### config.mk
export PLATFORM = sky130hd
export DESIGN_NAME = decoder_scan
export DESIGN_NICKNAME = d
export VERILOG_FILES = /design/src/rtl/decoder_pkg.sv /design/src/rtl/decoder_scan_onehot_dec.sv /design/src/rtl/decoder_scan.sv
export SDC_FILE = /design/constraint.sdc
export NUM_CORES = 1
export LEC_CHECK = 0
export ABC_AREA = 1
export BUFFER_PORTS_ARGS = -buffer_cell sky130_fd_sc_hd__buf_2
export CORE_MARGIN = 2
export CORE_UTILIZATION = 45
export DETAILED_ROUTE_END_ITERATION = 8
export GPL_ROUTABILITY_DRIVEN = 0
export PLACE_DENSITY = 0.68
export SYNTH_ARGS = -nofsm -noshare
export SYNTH_HDL_FRONTEND = slang
export SYNTH_HIERARCHICAL = 1
export SYNTH_SLANG_ARGS = --single-unit
### constraint.sdc
create_clock -name clk -period 2.4 [get_ports clk]
set_clock_uncertainty 0.05 [all_clocks]
set_input_delay 0 -clock clk [delete_from_list [all_inputs] [get_ports clk]]
set_output_delay 0 -clock clk [all_outputs]
set_load 0.03 [all_outputs]
### src/rtl/decoder_pkg.sv
// Shared encodings for the one-hot scan decoder: mode field values,
// FSM state encoding and the prescaler width helper.
package decoder_pkg;

  localparam logic [1:0] MODE_OFF    = 2'b00;
  localparam logic [1:0] MODE_DIRECT = 2'b01;
  localparam logic [1:0] MODE_SCAN   = 2'b10;
  localparam logic [1:0] MODE_SWEEP  = 2'b11;

  typedef enum logic [1:0] {
    S_IDLE   = 2'd0,
    S_DIRECT = 2'd1,
    S_SCAN   = 2'd2,
    S_SWEEP  = 2'd3
  } state_t;

  // Dwell counter width: max(1, clog2(div)); div is expected in 1..256.
  function automatic int presc_w(input int div);
    return (div <= 2) ? 1 : $clog2(div);
  endfunction

endpackage

### src/rtl/decoder_scan_onehot_dec.sv
// Pure combinational binary-to-one-hot decoder, one compare per output bit.
module onehot_dec
  import decoder_pkg::*;
#(
  parameter  int IN_W  = 4,
  localparam int OUT_W = 2**IN_W
) (
  input  logic [IN_W-1:0]  in,
  output logic [OUT_W-1:0] out
);

  genvar i;
  generate
    for (i = 0; i < OUT_W; i++) begin : g_bit
      assign out[i] = (in == IN_W'(i));
    end
  endgenerate

endmodule

### src/rtl/decoder_scan.sv
// One-hot select generator: direct decode, continuous scan or single sweep
// over 2**IN_W positions, each position held for DIV clock cycles.
// Every output is registered from the next-state/next-position values, so
// the first cycle in a new state already shows that state's output.
module decoder_scan
  import decoder_pkg::*;
#(
  parameter  int IN_W  = 4,
  parameter  int DIV   = 1,   // dwell per position, 1..256
  localparam int OUT_W = 2**IN_W
) (
  input  logic             clk,
  input  logic             rst_n,
  input  logic             enable,
  input  logic [1:0]       mode,
  input  logic [IN_W-1:0]  in,
  input  logic             start,
  output logic [OUT_W-1:0] out,
  output logic [IN_W-1:0]  index,
  output logic             busy,
  output logic             done
);

  localparam int              PW         = presc_w(DIV);
  localparam logic [PW-1:0]   PRESC_LAST = PW'(DIV - 1);
  localparam logic [IN_W-1:0] POS_LAST   = '1;

  state_t           state, nstate;
  logic [IN_W-1:0]  pos, npos;
  logic [PW-1:0]    presc, npresc;
  logic             dwell_end;
  logic             fin;
  logic [IN_W-1:0]  sel;
  logic [OUT_W-1:0] oh;
  logic [OUT_W-1:0] out_d;
  logic [IN_W-1:0]  index_d;
  logic             busy_d, done_d;

  assign dwell_end = (presc == PRESC_LAST);

  onehot_dec #(.IN_W(IN_W)) u_dec (
    .in  (sel),
    .out (oh)
  );

  // State, position, prescaler and output registers
  always_ff @(posedge clk or negedge rst_n) begin
    if (!rst_n) begin
      state <= S_IDLE;
      pos   <= '0;
      presc <= '0;
      out   <= '0;
      index <= '0;
      busy  <= 1'b0;
      done  <= 1'b0;
    end else begin
      state <= nstate;
      pos   <= npos;
      presc <= npresc;
      out   <= out_d;
      index <= index_d;
      busy  <= busy_d;
      done  <= done_d;
    end
  end

  // Next state plus next position/prescaler; enable=0 outranks start
  always_comb begin
    nstate = state;
    npos   = pos;
    npresc = presc;
    fin    = 1'b0;
    case (state)
      S_IDLE: begin
        if (enable) begin
          case (mode)
            MODE_DIRECT: nstate = S_DIRECT;
            MODE_SCAN: if (start) begin
              nstate = S_SCAN;
              npos   = in;
              npresc = '0;
            end
            MODE_SWEEP: if (start) begin
              nstate = S_SWEEP;
              npos   = in;
              npresc = '0;
            end
            default: nstate = S_IDLE;
          endcase
        end
      end
      S_DIRECT: begin
        if (!enable || mode != MODE_DIRECT) nstate = S_IDLE;
      end
      S_SCAN: begin
        if (!enable || mode != MODE_SCAN) begin
          nstate = S_IDLE;
        end else if (dwell_end) begin
          npos   = pos + IN_W'(1);     // natural wrap at OUT_W-1
          npresc = '0;
        end else begin
          npresc = presc + PW'(1);
        end
      end
      S_SWEEP: begin
        if (!enable || mode != MODE_SWEEP) begin
          nstate = S_IDLE;             // abort: no done pulse
        end else if (dwell_end) begin
          npresc = '0;
          if (pos == POS_LAST) begin
            nstate = S_IDLE;
            fin    = 1'b1;
          end else begin
            npos = pos + IN_W'(1);
          end
        end else begin
          npresc = presc + PW'(1);
        end
      end
      default: nstate = S_IDLE;
    endcase
  end

  // Next output values, decoded from where the FSM is about to be
  always_comb begin
    sel     = (nstate == S_DIRECT) ? in : npos;
    out_d   = '0;
    index_d = '0;
    busy_d  = (nstate == S_SCAN) || (nstate == S_SWEEP);
    done_d  = fin;
    if (nstate != S_IDLE) begin
      out_d   = oh;
      index_d = sel;
    end
  end

endmodule

Yosys cells after proc, flatten, opt, wreduce, memory -nomap -nowiden
Cells that the tools add are included.

storage, ports and cells
  register bits = 29
  logic and storage cells = 86

cells by class
  add/sub/neg operators = 2
  equality and inequality tests = 33
  muxes and demuxes = 33
  reductions and logical operators = 11

operator list
  kind                   number
  $mux W4                10
  $eq A4 B4 Y1 const B   9
  $eq A4 B3 Y1 const B   4
  $mux W16               1
  $mux W2                8
  $ne A2 B2 Y1 const B   7
  $eq A2 B2 Y1 const B   6
  $pmux W4 S3            1
  $mux W1                10
  $eq A4 B2 Y1 const B   2
  $pmux W2 S4            1
  $eq A2 B1 Y1 const B   3
  $pmux W2 S3            1
  $reduce_and A6 Y1      1
  $add A4 B1 Y4 const B  1
  $eq A4 B1 Y1 const B   1
  $logic_not A4 Y1       1
  $logic_or A1 B1 Y1     4
  $pmux W1 S3            1
  $reduce_bool A3 Y1     1
  $logic_not A2 Y1       1
  $ne A2 B1 Y1 const B   1
  $reduce_bool A2 Y1     1
  $reduce_or A2 Y1       1
  other kinds (2)        2

Logic depth before layout (Yosys ltp)
Gate-level depths: netlist of run 1.

  word-level depth = 9
  gate-level depth with buffers = 16
  depth with buffers taken out = 16

Cells and area by module
Netlist of run 1, hierarchy kept.

by module, submodules not included
  module        instances  cells each  area an instance (um^2)  seq. area each (um^2)
  decoder_scan  1          157         1,340.0                  675.6
  onehot_dec    1          28          105.1                    0.0

Least setup slack after synthesis of run 1
OpenSTA, ideal clock, no wires.

  path kind = register to register
  start point = register busy (netlist name)
  end point = register out[5]
  setup time = 61 ps
  data arrival time = 1,751 ps
  data required time = 2,289 ps
  setup slack = 539 ps
  cell stages (with the launch flop) = 14
  buffers on the path = 0
  period minus slack after synthesis = 1,861 ps
  cell sequence = dfrtp_1 nor2_1 nand2_2 nand3_4 inv_2 nand2_2 nand3_1 nand2_1 inv_1 inv_1 nand2_1 nor2_1 nand2_2 inv_2

RTL lines
  what                    line                source
  end signal: assignment  decoder_scan.sv:60  out <= out_d;
  end: declaration        decoder_scan.sv:18  output logic [OUT_W-1:0] out,

Worst setup path in the final report of run 1
  start point = register pos[0]
  end point = register out[12]

between the ends
  cells in the longest elaborated chain, start to end = 9
  elaborated cells between the ends (all ways) = 20
  those cells by class = 1 x add/sub; 3 x eq/ne; 15 x mux; 1 x reduce/logical

ends and longest elaborated chain
  what                                                   line                           source
  start: declaration                                     decoder_scan.sv:29             logic [IN_W-1:0] pos, npos;
  start signal: assignment                               decoder_scan.sv:58             pos <= npos;
  branches (longest 6 deep; another with $add A4 B1 Y4)  n/a
  $mux W4 (*)                                            decoder_scan.sv:126            sel = (nstate == S_DIRECT) ? in : npos;
  net sel[1]                                             decoder_scan.sv:33             logic [IN_W-1:0] sel;
  $eq A4 B4 Y1 (*)                                       decoder_scan_onehot_dec.sv:15  assign out[i] = (in == IN_W'(i));
  net oh[12]                                             decoder_scan.sv:34             logic [OUT_W-1:0] oh;
  $mux W16 (*)                                           decoder_scan.sv:131            if (nstate != S_IDLE) begin
  net out_d[12]                                          decoder_scan.sv:35             logic [OUT_W-1:0] out_d;

Mark *: on every way through the listed nets, which the timed path passes.
A chain may end at the register's enable or synchronous reset.

==> impl_metrics.py, run 1 <==
metrics = {
    "global_routing": {
        "grt_use_total_pct": 18.7,
        "grt_pass1_wl_mm": 4.95,
        "grt_pass1_vias": 1138,
        "gr-total-overflow": 0,
        "grt_max_degree": 28,
        "antenna_found_initial": 0,
    },
    "synth": {
        "syn_area_per_cell_um2": 7.81,
        "async_reset_ff_share_pct": 100,
        "synthFlopType": "dfrtp_1",
        "netlist.area_leader.share_pct": 46.8,
        "synth_cell_type_count": 23,
        "ys_seq_area_share_pct": 46.8,
        "ys_ff_latch": 27,
        "yosysWarnings": 6,
        "synth.largest_area_cell": "dfrtp_1",
        "netlist_top_cells_count": "nand2_1 (46), inv_1 (28), dfrtp_1 (27), nor2_1 (21), nand2_2 (14)",
        "syn_inst": 185,
        "synth_area_um2": 1450,
        "ys_top_cells_by_area": "dfrtp_1 (47%), nand2_1 (12%), inv_1 (7.3%), nand2_2 (6.1%), nor2_1 (5.5%)",
        "synth_most_common_cell": "nand2_1",
        "synth_edf_count": 0,
        "synth_nets": 196,
    },
    "timing": {
        "finalHoldViolCount": 0,
        "holdWs_ps": 82.9,
        "rsz0062_at_grt": "no",
        "slew-limit-headroom_pct": 62.0,
        "min_period_ps": 2150,
        "drv_slew": 0,
        "post-route-period-util_pct": 89.7,
        "worstMarginPinSlew_ps": 570,
        "setup-tns-final_ps": 0,
        "finalSetupViolations": 0,
        "fmax_mhz": 465,
    },
    "final_layout": {
        "diodes": 0,
        "regArea_um2": 676,
        "syn_to_final_growth_pct": 19.8,
        "finish.utilization_pct": 56.7,
        "multiInputGateArea_um2": 601,
        "fill_cells": 325,
        "layout-drive-gt1-share_pct": 30.5,
        "finalNetCount": 238,
    },
    "placement": {
        "portBuffers": 31,
        "dpl.hpwl_mm": 2.31,
    },
    "power_and_ir_drop": {
        "p_leak_uw": 0.00108,
        "p_per_area_nw_per_um2": 650,
        "vdd_ir_drop_max_mv": 0.438,
    },
    "floorplanning": {
        "die-area_um2": 3680,
        "io_pins": 32,
        "initial_core_util_pct": 47.3,
        "num_rows": 20,
        "die_w_um": 60.7,
        "core_area_um2": 3050,
        "die_h_um": 60.7,
    },
    "clock_tree": {
        "clkSinkCount": 27,
        "post_cts_resized": 0,
        "h-tree-depth": 1,
        "cts_tree": "done",
        "root_buffer": "clkbuf_4",
        "post_cts_buffers": 0,
        "clk_pin_slew_worst_paths_ps": 130,
        "cts_buffer_depth": 2,
        "insertion_delay_ps": 320,
        "cts_made_buffers": 3,
    },
    "detailed_routing": {
        "routed_wl_mm": 3.04,
        "first_iter_violations": 41,
        "vias": 1221,
        "drt_drc_violations_left": 0,
        "vias_per_cell": 4.52,
        "firstDrtPassIters": 4,
        "ant_nets": 0,
        "wl_per_cell_um": 11.2,
    },
    "worst_setup_path": {
        "end_kind": "flip-flop",
        "ff2ff_path_depth": 16,
        "arrival_ps": 2370,
        "r2r_setup_slack_ps": 250,
        "start_kind": "flip-flop",
        "crit_type": "flip-flop to flip-flop",
        "required_ps": 2620,
        "crit_fanout": 4,
    },
    "min_path": {
        "worstHoldPathType": "input port to flip-flop",
        "worstHoldPathCells": 5,
    },
    "flow_run": {
        "cap_violations": 0,
    },
    "run_status": {
        "status": "completed",
    },
}
-- layout make-up --
cell class              count  share of cell area (%)
flip-flops and latches     27                    39.0
multi-input cells         118                    34.7
repair buffers             38                    13.0
inverters                  39                    8.60
well taps                  44                    3.18
clock buffers               4                    1.52
-- worst max-delay path, cell delays in order (launching register included) --
cell	delay, ps
dfrtp_1	430
ha_1	230
nand2_2	100
nor2_2	50
nor2_2	170
nand2_4	100
nand3_4	120
inv_2	60
nand2_2	90
nand3_1	80
nand2_1	90
inv_1	70
inv_1	70
nand2_1	130
nor2_1	140
nand2_2	60
inv_1	60
-- power breakdown --
| part | switching (µW) | leakage, µW | internal (µW) |
|---|---|---|---|
| sequential | 33.0 | 0.000366 | 498 |
| clock | 124 | 0.0000150 | 65.1 |
| combinational | 288 | 0.000697 | 118 |
-- final timing paths --
kind / to / startpoint
setup / recovery: out[12] / pos[0]
hold / removal: state[0] / enable
setup reg to reg: out[12] / pos[0]
hold reg to reg: pos[3] / pos[3]
max in group asynchronous: index[2] / rst_n
min in group asynchronous: busy / rst_n
-- kinds of logic after synthesis --
logic type / after synthesis / synth area share [%]
flops: 27 / 46.8
compound gates: 11 / 4.42
simple gates: 106 / 36.3
fa+ha+maj: 1 / 0.866
buf+inv: 40 / 11.7
-- layout by cell type, fill, tap and decap left out --
master / instances
a21boi_1: 1
dlygate4sd3_1: 7
nor2_2: 4
nor2_8: 1
inv_2: 10
nand2_4: 1
ha_1: 1
nor4_1: 1
a21oi_2: 1
nand2_1: 46
clkbuf_1: 1
clkbuf_4: 3
o21ai_0: 1
inv_4: 1
buf_2: 31
nand3_2: 1
nand4_1: 3
inv_1: 28
nand2_2: 14
nand3_1: 12
nor3_4: 1
dfrtp_1: 27
a21oi_1: 7
nor2_1: 21
nand3_4: 1
o211ai_1: 1
-- state kept, by name, summed over array words and instances (netlist names) --
name	count
pos	4
index	4
state	1
done	1
out	16
busy	1
-- layer usage --
metal / routed length, µm / vias to the layer above / GRT usage, %
li1: - / 636 / -
met4: 30 / 0 / 4.97
met1: 1370 / 541 / 24.1
met3: 186 / 5 / 5.54
met2: 1450 / 39 / 30.7
met5: 0 / - / 0
-- per-stage QoR --
stage	std cells	worst slack, ps	instance area (µm²)	power [µW]
6_report	270	248	1730	1130
5_1_grt	270	59.8	1730	1210
4_1_cts	270	237	1730	1130
3_5_place_dp	259	277	1640	933
3_3_place_gp	259	365	1640	932
2_1_floorplan	185	539	1450	835
-- repair_timing --
item | CTS | global route
setup endpoints to repair | 0 | 0
hold buffers | 7 | 0
hold endpoints to repair | 34 | 0
Note: power is estimated with default switching activity, not from simulation.
==> run 2: changes to the inputs <==
--- a/config.mk
+++ b/config.mk
@@ -8,10 +8,10 @@
 export ABC_AREA = 1
 export BUFFER_PORTS_ARGS = -buffer_cell sky130_fd_sc_hd__buf_2
 export CORE_MARGIN = 2
-export CORE_UTILIZATION = 45
+export CORE_UTILIZATION = 40
 export DETAILED_ROUTE_END_ITERATION = 8
 export GPL_ROUTABILITY_DRIVEN = 0
-export PLACE_DENSITY = 0.68
+export PLACE_DENSITY = 0.67
 export SYNTH_ARGS = -nofsm -noshare
 export SYNTH_HDL_FRONTEND = slang
 export SYNTH_HIERARCHICAL = 1
==> run 2 against run 1 <==
  * Worst hold slack about the same
  * Fmax increased by 2.4%
  * Via count rose by 0.90%
  * Critical path type unchanged
  * Wire length fell by 8.5%
  * Non-clock buffer count did not move
  * Highest routed layer unchanged
  * Setup slack improved by 51 ps
==> impl_metrics.py, run 2 (synthesized netlist as in run 1, its figures left out) <==
metrics = {
    "run_status": {
        "status": "completed",
    },
    "worst_setup_path": {
        "critical_path_buf_inv_count": 4,
        "slowest_stage": "dfrtp_1",
        "start_kind": "flip-flop",
        "required_ps": 2630,
        "arrival_ps": 2330,
        "path_cells": "ha_1 -> nand2_2 -> nor2_2 -> nor2_2 -> nand2_4 -> nand3_4 -> inv_2 -> nand2_2 -> nand3_1 -> nand2_1 -> inv_1 -> inv_1 -> nand2_1 -> nor2_1 -> nand2_2 -> inv_2",
        "end_kind": "flip-flop",
        "crit_fanout": 4,
        "max_stage_delay_ps": 440,
        "critPathTopFamily": "simple AND/OR/NAND/NOR gates",
        "crit_top_cell": "nand2_2",
        "crit_type": "flip-flop to flip-flop",
    },
    "placement": {
        "dpl.hpwl_mm": 2.09,
        "portBuffers": 31,
        "dpl.cell_count": 261,
    },
    "timing": {
        "setup-tns-final_ps": 0,
        "finalSetupViolations": 0,
        "slew-limit-headroom_pct": 60.4,
        "drv_slew": 0,
        "worstMarginPinSlew_ps": 595,
        "min_period_ps": 2100,
        "rsz0062_at_grt": "no",
        "fmax_mhz": 476,
        "finalHoldViolCount": 0,
        "post-route-period-util_pct": 87.6,
    },
    "detailed_routing": {
        "vias_per_cell": 4.53,
        "routed_wl_mm": 2.78,
        "drt_drc_violations_left": 0,
        "vias": 1232,
        "first_iter_violations": 54,
        "wl_per_cell_um": 10.2,
        "firstDrtPassIters": 4,
        "ant_nets": 0,
    },
    "final_layout": {
        "finalNetCount": 238,
        "largestRegisters": "out (16), index (4), pos (4)",
        "largest_register": "out",
        "layout-drive-gt1-share_pct": 31.0,
        "final_cell_mix": "nand2_1 (46), buf_2 (31), inv_1 (28)",
        "finish.utilization_pct": 50.9,
        "fill_cells": 340,
        "layout_commonest_cell": "nand2_1",
        "diodes": 0,
        "syn_to_final_growth_pct": 20.3,
        "fin_cells": 272,
        "largest_reg_flops": 16,
    },
    "global_routing": {
        "antenna_found_initial": 0,
        "grt_pass1_vias": 1180,
        "gr-total-overflow": 0,
        "grt_use_total_pct": 15.2,
        "grt_pass1_wl_mm": 4.97,
        "grt_max_degree": 28,
    },
    "clock_tree": {
        "post_cts_resized": 0,
        "clk_pin_slew_worst_paths_ps": 140,
        "insertion_delay_ps": 320,
        "postCtsHoldBufs": 7,
        "h-tree-depth": 1,
        "post_cts_buffers": 0,
        "cts_buffer_depth": 2,
        "clkSinkCount": 27,
        "cts_tree": "done",
        "root_buffer": "clkbuf_4",
        "cts_made_buffers": 3,
    },
    "power_and_ir_drop": {
        "p_leak_uw": 0.00108,
        "power.total_uw": 1120,
        "vdd_ir_drop_max_mv": 0.514,
        "p_per_area_nw_per_um2": 647,
    },
    "floorplanning": {
        "num_rows": 21,
        "initial_core_util_pct": 42.3,
        "die-area_um2": 4110,
        "core_area_um2": 3420,
        "io_pins": 32,
        "die_w_um": 64.1,
        "die_h_um": 64.1,
    },
    "flow_run": {
        "cap_violations": 0,
    },
    "min_path": {
        "worstHoldPathType": "input port to flip-flop",
    },
}
run 2: worst reg2reg max path: cells and delay by family, from the launching register on:
family / cells / cell delay, ps
and+or+nand+nor: 11 / 1100
adders and majority gates: 1 / 230
buffers and inverters: 4 / 230
DFF: 1 / 440
run 2: worst paths after layout:
check,startpoint,depth (start not counted),slack (ps),end
min in group asynchronous,rst_n,2,140,out[7]
max reg2reg,pos[0],16,300,out[8]
max,pos[0],16,300,out[8]
min reg2reg,pos[1],2,560,pos[1]
min,enable,5,80,state[0]
max in group asynchronous,rst_n,2,1760,out[3]
run 2: where the power goes:
part	internal, µW	leakage, µW	total, µW	switching, µW
logic	118	0.000697	398	280
clock network	63.6	0.0000139	194	130
registers	498	0.000366	532	33.9
total	679	0.00108	1120	444
run 2: per-stage QoR:
stage | instance area [µm²] | hold WS (ps) | setup slack (ps)
after CTS | 1740 | 71.1 | 305
after global placement | 1640 | -15.6 | 388
after floorplan | 1450 | -346 | 539
after global routing | 1740 | 109 | 29.7
final | 1740 | 82.9 | 299
after detailed placement | 1640 | -16.0 | 353
run 2: cell type report:
cell class / instances / area [µm²] / share of cell area [%]
multi-input cells: 118 / 601 / 34.6
inverters: 39 / 149 / 8.57
repair buffers: 38 / 225 / 13.0
clock inverters: 1 / 7.51 / 0.432
clock buffers: 3 / 22.5 / 1.30
flip-flops and latches: 27 / 676 / 38.9
well taps: 46 / 57.6 / 3.31
run 2: metal layers:
layer	global-route usage (%)	wire length, µm
met1	20.8	1310
met2	24.3	1290
met3	2.64	149
met4	5.05	26
met5	0	0
==> run 3: changes to the inputs <==
--- a/config.mk
+++ b/config.mk
@@ -5,7 +5,6 @@
 export SDC_FILE = /design/constraint.sdc
 export NUM_CORES = 1
 export LEC_CHECK = 0
-export ABC_AREA = 1
 export BUFFER_PORTS_ARGS = -buffer_cell sky130_fd_sc_hd__buf_2
 export CORE_MARGIN = 2
 export CORE_UTILIZATION = 40
==> run 3 against run 2 <==
  * First-iteration DRC count shrank 41%
  * Largest power group unchanged
  * Area after synthesis up 1.1%
  * Critical path depth down 6
  * Clock-buffer cell count did not move
  * Sequential share of layout area down 3.1 points
  * Register-to-register slack got worse by 180 ps
  * Cell area rose by 8.7%
==> impl_metrics.py, run 3 <==
metrics = {
    "placement": {
        "portBuffers": 31,
        "dpl.hpwl_mm": 2.26,
        "placedInstanceArea_um2": 1730,
    },
    "timing": {
        "finalSetupViolations": 0,
        "min_period_ps": 2280,
        "post-route-period-util_pct": 95.0,
        "slew-limit-headroom_pct": 59.3,
        "holdWs_ps": 57.4,
        "setup-tns-final_ps": 0,
        "fmax_mhz": 438,
        "worstMarginPinSlew_ps": 611,
        "finalHoldViolCount": 0,
        "drv_slew": 0,
    },
    "min_path": {
        "min_to": "pos[2]",
        "worstHoldPathCells": 4,
        "worstHoldPathType": "input port to flip-flop",
        "hp-start": "in[2]",
    },
    "worst_setup_path": {
        "end_kind": "flip-flop",
        "required_ps": 2620,
        "ff2ff_path_depth": 10,
        "arrival_ps": 2510,
        "r2r-start": "busy",
        "start_kind": "flip-flop",
        "crit_fanout": 16,
        "r2r_setup_slack_ps": 120,
        "crit_type": "flip-flop to flip-flop",
        "r2r-end": "out[4]",
    },
    "synth": {
        "syn_area_per_cell_um2": 10.6,
        "synth_top_family_by_area": "simple AND/OR/NAND/NOR gates",
        "synth_edf_count": 0,
        "synth_cell_type_count": 38,
        "synthMuxAreaShare_pct": 0,
        "ys_top_cells_by_area": "dfrtp_1 (46%), nor2b_1 (7.3%), and4bb_2 (5.1%), nor4b_2 (4.1%), and4b_1 (2.7%)",
        "async_reset_ff_share_pct": 100,
        "netlist_top_cells_count": "dfrtp_1 (27), nor2b_1 (17), nand2_1 (10), nor2_1 (9)",
        "synth_most_common_cell": "dfrtp_1",
        "synth_nets": 149,
        "synth_area_um2": 1460,
        "synth-simple-area-share_pct": 34.9,
        "synth_compound_area_share_pct": 12.9,
        "syn_inst": 138,
        "yosys.area_share.adder_pct": 0.856,
        "yosysWarnings": 6,
        "ys_seq_area_share_pct": 46.2,
        "synth_xor_area_share_pct": 1.20,
        "ys_ff_latch": 27,
        "netlist.area_leader.share_pct": 46.2,
        "synthFlopType": "dfrtp_1",
        "synth.largest_area_cell": "dfrtp_1",
    },
    "global_routing": {
        "antenna_found_initial": 0,
        "grt_use_total_pct": 16.9,
        "grt_pass1_vias": 1231,
        "grt_pass1_wl_mm": 5.53,
        "grt_max_degree": 28,
        "gr-total-overflow": 0,
    },
    "detailed_routing": {
        "vias_per_cell": 5.27,
        "vias": 1243,
        "firstDrtPassIters": 4,
        "wl_per_cell_um": 14.0,
        "routed_wl_mm": 3.31,
        "ant_nets": 0,
        "drt_drc_violations_left": 0,
        "first_iter_violations": 32,
    },
    "power_and_ir_drop": {
        "p_sw_uw": 434,
        "power_frac_comb_pct": 40.4,
        "vdd_ir_drop_max_mv": 0.376,
        "seqPwrFrac_pct": 42.6,
        "p_per_area_nw_per_um2": 645,
        "internal_power_uw": 784,
        "power.share.clock_pct": 16.9,
        "swShare_pct": 35.6,
        "p_leak_uw": 0.000911,
    },
    "floorplanning": {
        "die-area_um2": 4150,
        "die_h_um": 64.4,
        "die_w_um": 64.4,
        "num_rows": 21,
        "io_pins": 32,
        "initial_core_util_pct": 42.8,
        "core_area_um2": 3420,
    },
    "clock_tree": {
        "cts_made_buffers": 3,
        "clk_pin_slew_worst_paths_ps": 150,
        "cts_tree": "done",
        "root_buffer": "clkbuf_4",
        "h-tree-depth": 1,
        "clkSinkCount": 27,
        "insertion_delay_ps": 330,
        "cts_buffer_depth": 2,
    },
    "final_layout": {
        "fin_area_um2": 1890,
        "largestRegisters": "out (16), index (4), pos (4)",
        "finalNetCount": 202,
        "multiInputGateArea_um2": 761,
        "largest_reg_flops": 16,
        "layout_commonest_cell": "buf_2",
        "fill_cells": 316,
        "syn_to_final_growth_pct": 29.3,
        "diodes": 0,
        "final_cell_mix": "buf_2 (31), dfrtp_1 (27), nor2b_1 (17)",
        "regArea_um2": 676,
        "layout-drive-gt1-share_pct": 38.9,
        "largest_register": "out",
    },
    "flow_run": {
        "cap_violations": 0,
    },
    "run_status": {
        "status": "completed",
    },
}
run 3: worst max-delay path by stage:
stage / start / slack (ps) / cells past startpoint / endpoint
floorplan: busy / 80 / 8 / out[9]
global placement: state[0] / -40 / 6 / out[6]
global route: busy / -0.8 / 10 / out[4]
detailed placement: pos[0] / -110 / 9 / out[6]
finish: busy / 120 / 10 / out[4]
CTS: busy / 70 / 8 / out[6]
run 3: kinds of logic after synthesis:
kind of cell             Yosys count
AND/OR/NAND/NOR                   72
AO/OA/AOI/OAI                     28
flip-flops                        27
buffers and inverters              8
XOR/XNOR                           2
adder cells (fa/ha/maj)            1
run 3: worst max-delay path, stage by stage (launching register included):
cell,delay [ps]
dfrtp_1,410
buf_4,170
nand2b_1,140
a21oi_1,250
nor2_1,90
a211oi_2,380
o31ai_4,130
buf_12,160
buf_4,130
nor4b_2,180
nor2b_1,140
run 3: final cells by class:
cell class,instances,share of cell area [%]
multi-input combinational,103,40.3
inverter,2,0.397
clock buffer,3,1.19
tap,46,3.05
sequential,27,35.8
timing repair buffer,54,18.9
clock inverter,1,0.397
run 3: routing by layer:
| layer | global-route usage [%] | wire (µm) |
|---|---|---|
| met1 | 21.3 | 1480 |
| met5 | 0 | 0 |
| met2 | 29.6 | 1630 |
| met4 | 5.32 | 43 |
| met3 | 2.78 | 157 |
run 3: what timing repair did:
action / CTS / global route
endpoints found under the hold margin: 34 / 0
hold buffers: 7 / 0
resized for setup: 2 / 5
setup endpoints to repair: 13 / 14
pin swaps: 0 / 1
buffers inserted: 0 / 2
run 3: power by group through the flow:
stage               Combinational [µW]  Sequential (µW)  Clock, µW
floorplan                          276              560          0
global route                       538              524        226
global placement                   423              524          0
detailed placement                 437              525          0
CTS                                451              517        212
finish                             492              519        206
run 3: per-stage QoR:
step                total power (µW)  util, %  std cells  setup WS, ps
global placement                 947     50.7        223         -43.0
finish                          1220     55.3        236           119
CTS                             1180     53.9        234          68.4
global route                    1290     55.3        236        -0.810
detailed placement               962     50.7        223          -106
floorplan                        836        -        138          83.7
